## config.mk

```make
export PLATFORM = sky130hd
export DESIGN_NAME = mst_tlp_tx_flat
export DESIGN_NICKNAME = d
export VERILOG_FILES = /design/src/rtl/mst_tlp_tx_if.sv /design/src/rtl/mst_tlp_tx.sv /design/src/flat_wrapper.sv
export SDC_FILE = /design/constraint.sdc
export NUM_CORES = 1
export LEC_CHECK = 0
export BUFFER_PORTS_ARGS = -buffer_cell sky130_fd_sc_hd__buf_2
export CAP_MARGIN = 20
export CORE_MARGIN = 2
export CORE_UTILIZATION = 45
export DETAILED_ROUTE_END_ITERATION = 7
export PLACE_DENSITY_LB_ADDON = 0.08
export SYNTH_ARGS = -nofsm -noshare
export SYNTH_HDL_FRONTEND = slang
export SYNTH_SLANG_ARGS = --single-unit
```

## constraint.sdc

```tcl
create_clock -name sys_clk -period 4.2 [get_ports sys_clk]
set_input_delay 0.21 -clock sys_clk [delete_from_list [all_inputs] [get_ports sys_clk]]
set_output_delay 0.21 -clock sys_clk [all_outputs]
set_load 0.03 [all_outputs]
```

## src/rtl/mst_tlp_tx_if.sv

```systemverilog
// FIFO read port and ECP3 PCIe transmit port of the master TLP engine.
// master = TLP engine side, slave = FIFO/PCIe core side.
interface mst_tlp_tx_if;
   logic [17:0] mst_dout;
   logic        mst_empty;
   logic        mst_rd_en;
   logic        tx_req;
   logic        tx_rdy;
   logic        tx_st;
   logic        tx_end;
   logic [15:0] tx_data;
   logic [8:0]  tx_ca_ph;
   logic [12:0] tx_ca_pd;

   modport master (
      input  mst_dout, mst_empty,
      input  tx_rdy, tx_ca_ph, tx_ca_pd,
      output mst_rd_en,
      output tx_req, tx_st, tx_end, tx_data
   );

   modport slave (
      output mst_dout, mst_empty,
      output tx_rdy, tx_ca_ph, tx_ca_pd,
      input  mst_rd_en,
      input  tx_req, tx_st, tx_end, tx_data
   );
endinterface

```

## src/rtl/mst_tlp_tx.sv

```systemverilog
// Turns buffered Ethernet write records into posted MWr32 TLPs
// on the 16-bit ECP3 PCIe transmit interface.
module mst_tlp_tx #(
   parameter int MAX_DW = 32
) (
   input  logic         sys_clk,
   input  logic         sys_rst_n,
   input  logic [15:0]  req_id,
   mst_tlp_tx_if.master bus,
   output logic [15:0]  tlp_count,
   output logic [7:0]   drop_count
);
   localparam int DEPTH = 2 * MAX_DW;
   localparam int AW = $clog2(DEPTH);
   localparam int NW = AW + 1;
   localparam logic [NW-1:0] FULL = NW'(DEPTH);
   localparam logic [NW-1:0] ONE = NW'(1);

   typedef enum logic [2:0] {
      IDLE, ADDR, LOAD, ARB, HDR, DATA
   } state_t;

   state_t        state;
   logic          live;
   logic          rd_vld;
   logic          skid_full;
   logic [17:0]   skid;
   logic [NW-1:0] n_cnt;
   logic [NW-1:0] n_nxt;
   logic [NW-1:0] rp;
   logic [2:0]    hidx;
   logic          addr_ph;
   logic [7:0]    cmd;
   logic [7:0]    be;
   logic [7:0]    tag;
   logic [15:0]   addr_hi;
   logic [15:0]   addr_lo;
   logic [9:0]    len;
   logic [9:0]    need;
   logic [15:0]   mem [DEPTH];

   logic          use_skid;
   logic          in_vld;
   logic [17:0]   in_w;
   logic          is_sop;
   logic          is_last;
   logic          wr;
   logic          drop;
   logic          grant;
   logic          rd_en;
   logic [7:0]    be3;
   logic [15:0]   hdr_w;

   logic          tx_req_q;
   logic          tx_st_q;
   logic          tx_end_q;
   logic [15:0]   tx_data_q;

   assign bus.mst_rd_en = rd_en;
   assign bus.tx_req    = tx_req_q;
   assign bus.tx_st     = tx_st_q;
   assign bus.tx_end    = tx_end_q;
   assign bus.tx_data   = tx_data_q;

   // A word parked in the skid register wins over the FIFO on return to IDLE.
   assign use_skid = (state == IDLE) && skid_full;
   assign in_vld   = use_skid || rd_vld;
   assign in_w     = use_skid ? skid : bus.mst_dout;
   assign is_sop   = (in_w[17:16] == 2'b10);
   assign is_last  = (in_w[17:16] == 2'b01);
   assign n_nxt    = n_cnt + ONE;

   assign rd_en = live && !skid_full && !bus.mst_empty &&
                  (state == IDLE || state == ADDR ||
                   state == LOAD);

   assign wr = in_vld && (state == LOAD) &&
               !is_sop && (n_cnt != FULL);

   always_comb begin
      drop = 1'b0;
      if (in_vld && state == ADDR)
         drop = is_sop || is_last;
      else if (in_vld && state == LOAD)
         drop = is_sop || (n_cnt == FULL) ||
                (is_last && (n_nxt[0] || cmd != 8'h90));
   end

   assign need  = (len + 10'd3) >> 2;
   assign grant = bus.tx_rdy && (bus.tx_ca_ph != 9'd0) &&
                  (bus.tx_ca_pd >= {3'b000, need});
   assign be3   = (len == 10'd1) ? {4'h0, be[3:0]} : be;

   always_comb begin
      unique case (1'b1)
         hidx == 3'd1: hdr_w = {6'b0, len};
         hidx == 3'd2: hdr_w = req_id;
         hidx == 3'd3: hdr_w = {tag, be3};
         hidx == 3'd4: hdr_w = addr_hi;
         hidx == 3'd5: hdr_w = addr_lo;
         default:      hdr_w = 16'h4000;
      endcase
   end

   always_ff @(posedge sys_clk) begin
      if (wr)
         mem[n_cnt[AW-1:0]] <= in_w[15:0];
   end

   always_ff @(posedge sys_clk or negedge sys_rst_n) begin
      if (!sys_rst_n)
         drop_count <= 8'h00;
      else if (drop && drop_count != 8'hff)
         drop_count <= drop_count + 8'd1;
   end

   always_ff @(posedge sys_clk or negedge sys_rst_n) begin
      if (!sys_rst_n) begin
         state     <= IDLE;
         live      <= 1'b0;
         rd_vld    <= 1'b0;
         skid_full <= 1'b0;
         skid      <= '0;
         n_cnt     <= '0;
         rp        <= '0;
         hidx      <= '0;
         addr_ph   <= 1'b0;
         cmd       <= '0;
         be        <= '0;
         tag       <= '0;
         addr_hi   <= '0;
         addr_lo   <= '0;
         len       <= '0;
         tx_req_q  <= 1'b0;
         tx_st_q   <= 1'b0;
         tx_end_q  <= 1'b0;
         tx_data_q <= '0;
         tlp_count <= '0;
      end else begin
         live     <= 1'b1;
         rd_vld   <= rd_en;
         tx_st_q  <= 1'b0;
         tx_end_q <= 1'b0;
         if (use_skid)
            skid_full <= 1'b0;
         // The read issued alongside the last payload word lands here.
         if (state == ARB && rd_vld) begin
            skid      <= bus.mst_dout;
            skid_full <= 1'b1;
         end
         case (state)
            IDLE: begin
               tx_data_q <= '0;
               if (in_vld && is_sop) begin
                  cmd     <= in_w[15:8];
                  be      <= in_w[7:0];
                  addr_ph <= 1'b0;
                  state   <= ADDR;
               end
            end
            ADDR: begin
               if (in_vld) begin
                  if (is_sop) begin
                     cmd     <= in_w[15:8];
                     be      <= in_w[7:0];
                     addr_ph <= 1'b0;
                  end else if (is_last) begin
                     state <= IDLE;
                  end else if (!addr_ph) begin
                     addr_hi <= in_w[15:0];
                     addr_ph <= 1'b1;
                  end else begin
                     addr_lo <= {in_w[15:2], 2'b00};
                     n_cnt   <= '0;
                     state   <= LOAD;
                  end
               end
            end
            LOAD: begin
               if (in_vld) begin
                  if (is_sop) begin
                     cmd     <= in_w[15:8];
                     be      <= in_w[7:0];
                     addr_ph <= 1'b0;
                     state   <= ADDR;
                  end else if (drop) begin
                     state <= IDLE;
                  end else begin
                     n_cnt <= n_nxt;
                     if (is_last) begin
                        len      <= 10'(n_nxt >> 1);
                        tx_req_q <= 1'b1;
                        state    <= ARB;
                     end
                  end
               end
            end
            ARB: begin
               if (grant) begin
                  tx_req_q  <= 1'b0;
                  tx_st_q   <= 1'b1;
                  tx_data_q <= hdr_w;
                  hidx      <= 3'd1;
                  state     <= HDR;
               end else begin
                  hidx <= 3'd0;
               end
            end
            HDR: begin
               tx_data_q <= hdr_w;
               hidx      <= hidx + 3'd1;
               if (hidx == 3'd5) begin
                  rp    <= '0;
                  state <= DATA;
               end
            end
            DATA: begin
               tx_data_q <= mem[rp[AW-1:0]];
               rp        <= rp + ONE;
               if (rp + ONE == n_cnt) begin
                  tx_end_q  <= 1'b1;
                  tlp_count <= tlp_count + 16'd1;
                  tag       <= tag + 8'd1;
                  state     <= IDLE;
               end
            end
            default: state <= IDLE;
         endcase
      end
   end
endmodule

```

## src/flat_wrapper.sv

```systemverilog
// flat-port wrapper written by rule: the top's interface ports become plain ports
module mst_tlp_tx_flat 
#(
   parameter int MAX_DW = 32
)
  (sys_clk, sys_rst_n, req_id, tlp_count, drop_count, bus_mst_dout, bus_mst_empty, bus_tx_rdy, bus_tx_ca_ph, bus_tx_ca_pd, bus_mst_rd_en, bus_tx_req, bus_tx_st, bus_tx_end, bus_tx_data);
  mst_tlp_tx_if bus_i ();
  input  logic sys_clk;
  input  logic sys_rst_n;
  input  logic [15:0] req_id;
  output logic [15:0] tlp_count;
  output logic [7:0] drop_count;
  input wire logic [$bits(bus_i.mst_dout)-1:0] bus_mst_dout;
  input wire logic [$bits(bus_i.mst_empty)-1:0] bus_mst_empty;
  input wire logic [$bits(bus_i.tx_rdy)-1:0] bus_tx_rdy;
  input wire logic [$bits(bus_i.tx_ca_ph)-1:0] bus_tx_ca_ph;
  input wire logic [$bits(bus_i.tx_ca_pd)-1:0] bus_tx_ca_pd;
  output wire logic [$bits(bus_i.mst_rd_en)-1:0] bus_mst_rd_en;
  output wire logic [$bits(bus_i.tx_req)-1:0] bus_tx_req;
  output wire logic [$bits(bus_i.tx_st)-1:0] bus_tx_st;
  output wire logic [$bits(bus_i.tx_end)-1:0] bus_tx_end;
  output wire logic [$bits(bus_i.tx_data)-1:0] bus_tx_data;
  assign bus_i.mst_dout = bus_mst_dout;
  assign bus_i.mst_empty = bus_mst_empty;
  assign bus_i.tx_rdy = bus_tx_rdy;
  assign bus_i.tx_ca_ph = bus_tx_ca_ph;
  assign bus_i.tx_ca_pd = bus_tx_ca_pd;
  assign bus_mst_rd_en = bus_i.mst_rd_en;
  assign bus_tx_req = bus_i.tx_req;
  assign bus_tx_st = bus_i.tx_st;
  assign bus_tx_end = bus_i.tx_end;
  assign bus_tx_data = bus_i.tx_data;
  mst_tlp_tx #(.MAX_DW(MAX_DW)) u_core (.sys_clk(sys_clk), .sys_rst_n(sys_rst_n), .req_id(req_id), .bus(bus_i), .tlp_count(tlp_count), .drop_count(drop_count));
endmodule
```

==> metrics <==
Synth cell types 75; hold violation count in the final report 0; syn nets 2739; critical path class reg2reg; Lkg Pwr 18.3 nW; CTS root buf clkbuf_16; unrepaired setup endpoints after global routing no; Multi-input gate area 11800 um2; simple-gate share of the synthesized area 3.98%; Flop pwr share 42.8%; Clock Power Share 31.8%; R2R Path End u_core.mem[47][2]; initial antenna violation count 2; Slew HR 27.5%; Worst Setup Start Kind flip-flop; Crit. Startpoint u_core.state[1]; P_sw 9.95 mW; htree depth 3; die height 328 um; PD cells 606 nW/um2; Worst Reg-to-Reg Cells 8; Synth Area in XOR/XNOR 0.870%; Max rail drop VDD 0.000345 V; GRT overflow 0; DRT antenna net count 0; Yosys Warn Count 0; largest family of logic cells by synthesized area multiplexers; crit path capture type flip-flop; Post-synth EDFFs 1024; # rows 118; clk buf depth 3; fill count 8380; highest achievable clock rate 276 MHz; Synth async-reset ratio 12.4%; Sequential Area 34400 um2; period utilisation layout 86.1%; status finished, final reports clean; final setup fails 0; area share of fa/ha/maj cells after synthesis 0.478%; WL per Instance 28.4 um; share of cells above drive strength 1 22.9%; Hold Crit Class in2async; GPL Wtd Cong 0.843; Post-DP HPWL 76400 um; Gate Count Post-Synth 2661; Routed WL 125000 um; multiplexer share of the synthesized area 14.3%; die area 107000 um2; # DRC 0; CP Max Fanout 16; Initial Utilization 45.4%; Resize count post-CTS 0; fin crit period 3.62 ns; initial DRC count 2628; CTS Sinks 1169; Final #Nets 2994; postcts setup bufs 0; post-synthesis cell area 47100 um2; Clock transition at path regs 0.06 ns; Compound-Gate Fraction of Synth Area 5.37%; core footprint 104000 um2; Worst setup endpoint u_core.mem[47][2]; TritonCTS buffer count 119; prevailing post-synth register cell edfxtp_1; register area share after synthesis 72.9%; WP data arrival 3.98 ns; vias in the first global route 25800; Int Power 22.8 mW; Clock Skews 0.0242 ns; die width 328 um; Total Power 32.8 mW; I/O pin count 104; insertion delay to the later sink of the worst-skew pair 0.70 ns; Vias 25600; vias per cell 5.82; Port Buffers 103; Comb power frac 25.4%; Yosys reg bits 1169; number of iterations in the first detailed-routing pass 5; pin count of the biggest net entering global routing 75; Worst Tran Pin Value 1.09 ns; fin. max-slew vios 0; CTS tree built; switching share of power 30.3%; mean post-synth cell area 17.7 um2; Reg2Reg Setup Slack 0.58 ns; total of max-cap violations 0; first-pass GRT wire length 181000 um; Total Neg Setup Slack 0 ns; Reg2Reg Launch Point u_core.state[1]; CP required 4.56 ns; Tot GR Track Use 23.3%; layout overhead on the synthesized area 14.8%
-- placed cells by master (no fill, tap or decap), types with 7 or more instances in the layout --
master         netlist  routed
edfxtp_1          1024    1024
mux2i_1            247     247
mux4_2             166     166
buf_4               21     154
dfrtp_1            145     141
nor2_1             137     136
clkbuf_16            0     124
nand2_1            104     104
buf_2               37     102
a21oi_1             98      98
a22oi_1             70      70
o21ai_0             65      65
nand3_1             44      44
mux2_2              41      41
clkinv_2             0      35
clkinv_1             1      34
xnor2_1             26      26
a31oi_1             25      25
nor3_1              24      24
dlygate4sd3_1        0      21
xor2_1              19      19
ha_1                18      18
clkbuf_1            78      18
nand2b_1            17      17
nor2b_1             19      17
buf_12               3      16
a221oi_1            15      15
inv_1               30      14
inv_2                0      14
o211ai_1            14      14
a211oi_1            14      14
and3_1              11      11
bufinv_16            0      11
nand4_1             10      10
a221o_1             10      10
a32o_1               8       8
o2111ai_1            7       7
o221ai_1             7       7
and2_1               7       7
-- through the flow --
stage | worst slack (ns) | hold slack (ns) | instance area, um2 | util [%] | cells
CTS | 0.586 | 0.0896 | 54100 | 52.1 | 4402
floorplan | 0.175 | -0.0856 | 47100 | - | 2661
detailed placement | 0.599 | 0.304 | 50100 | 48.2 | 4154
global route | 0.444 | 0.171 | 54100 | 52.1 | 4402
global placement | 0.620 | 0.298 | 50100 | 48.2 | 4154
finish | 0.582 | 0.138 | 54100 | 52.2 | 4405
-- state kept, by name (all words and copies together) (netlist names), 3 cells and up --
signal and flops:
u_core.hidx 3, u_core.skid 18, u_core.addr_lo 14, u_core.state 3
u_core.addr_hi 16, u_core.mem 1024, u_core.be 8, u_core.bus.tx_data 16
u_core.tag 8, u_core.tlp_count 16, u_core.n_cnt 7, u_core.len 6
u_core.drop_count 8, u_core.cmd 8, u_core.rp 7
-- metal layers --
| layer | up-vias | track usage [%] | routed length (um) | share of wire [%] |
|---|---|---|---|---|
| met5 | - | 0 | 0 | 0 |
| met4 | 0 | 6.35 | 3300 | 2.6 |
| met3 | 161 | 3.64 | 8070 | 6.4 |
| met2 | 908 | 37.3 | 59300 | 47 |
| met1 | 13400 | 33.4 | 54600 | 44 |
| li1 | 11100 | - | - | - |
-- cell families (layout without fill, tap and decap cells) --
kind of cell    count (synthesis)  in the layout
compound gates                379            379
xor+xnor                       46             46
fa+ha+maj                      18             18
buf+inv                       191            552
flops                        1169           1169
mux                           457            457
other cells                     1              4
simple gates                  400            400
-- cells in the mapped netlist (7+ instances only) --
master	count	area share, %
nand2_1	104	0.83
xor2_1	19	0.35
and3_1	11	0.15
a221oi_1	15	0.28
a21oi_1	98	1.0
buf_4	21	0.33
o21ai_0	65	0.69
dfrtp_1	145	7.7
o211ai_1	14	0.22
ha_1	18	0.48
xnor2_1	26	0.48
a211oi_1	14	0.22
buf_1	10	0.080
and2_1	7	0.093
a221o_1	10	0.21
mux4_2	166	7.9
inv_1	30	0.24
clkbuf_1	78	0.62
mux2i_1	247	5.2
nor2_1	137	1.1
a22oi_1	70	1.1
buf_2	37	0.39
nor2b_1	19	0.25
mux2_2	41	0.98
a32o_1	8	0.17
nand3_1	44	0.47
a31oi_1	25	0.33
buf_6	11	0.26
nor3_1	24	0.25
edfxtp_1	1024	65
o2111ai_1	7	0.13
nand2b_1	17	0.23
o221ai_1	7	0.13
nand4_1	10	0.13
-- critical path, cell delays in order (launching register included) --
cell     delay [ns]
dfrtp_1        0.39
nor4b_2        0.42
mux2_2         0.40
ha_1           0.30
nor4_1         0.46
nand2_1        0.57
buf_4          0.36
nor2_1         0.10
buf_4          0.28
-- timing repair --
action	CTS	global route
hold buffers	21	0
hold endpoints to repair	131	0
setup endpoints to repair	0	0
-- worst min path at each step --
stage	startpoint	to	slack (ns)	cells past startpoint
after CTS	req_id[2]	u_core.bus.tx_data[2]	0.09	5
after global placement	sys_rst_n	u_core.skid[7]	0.30	1
final	sys_rst_n	u_core.skid[6]	0.14	2
after detailed placement	sys_rst_n	u_core.bus.tx_st	0.30	1
after global routing	req_id[2]	u_core.bus.tx_data[2]	0.17	5
after floorplan	sys_rst_n	u_core.addr_hi[0]	-0.09	0
-- power by group through the flow --
stage	sequential (mW)	clock (mW)	combinational [mW]
6_report	14.0	10.4	8.33
5_1_grt	14.1	11.0	8.90
4_1_cts	14.0	10.6	8.43
3_5_place_dp	14.3	0	8.39
3_3_place_gp	14.3	0	8.29
2_1_floorplan	14.0	0	5.57
-- layout make-up --
class	count	area share, %
antenna	3	0.0139
clock buffer	142	5.86
clock inverter	85	1.28
inverter	31	0.220
multi-input combinational	1301	21.8
sequential	1169	63.5
tap	1380	3.19
timing repair buffer	294	4.08
Power figures use the tool's default switching activity.
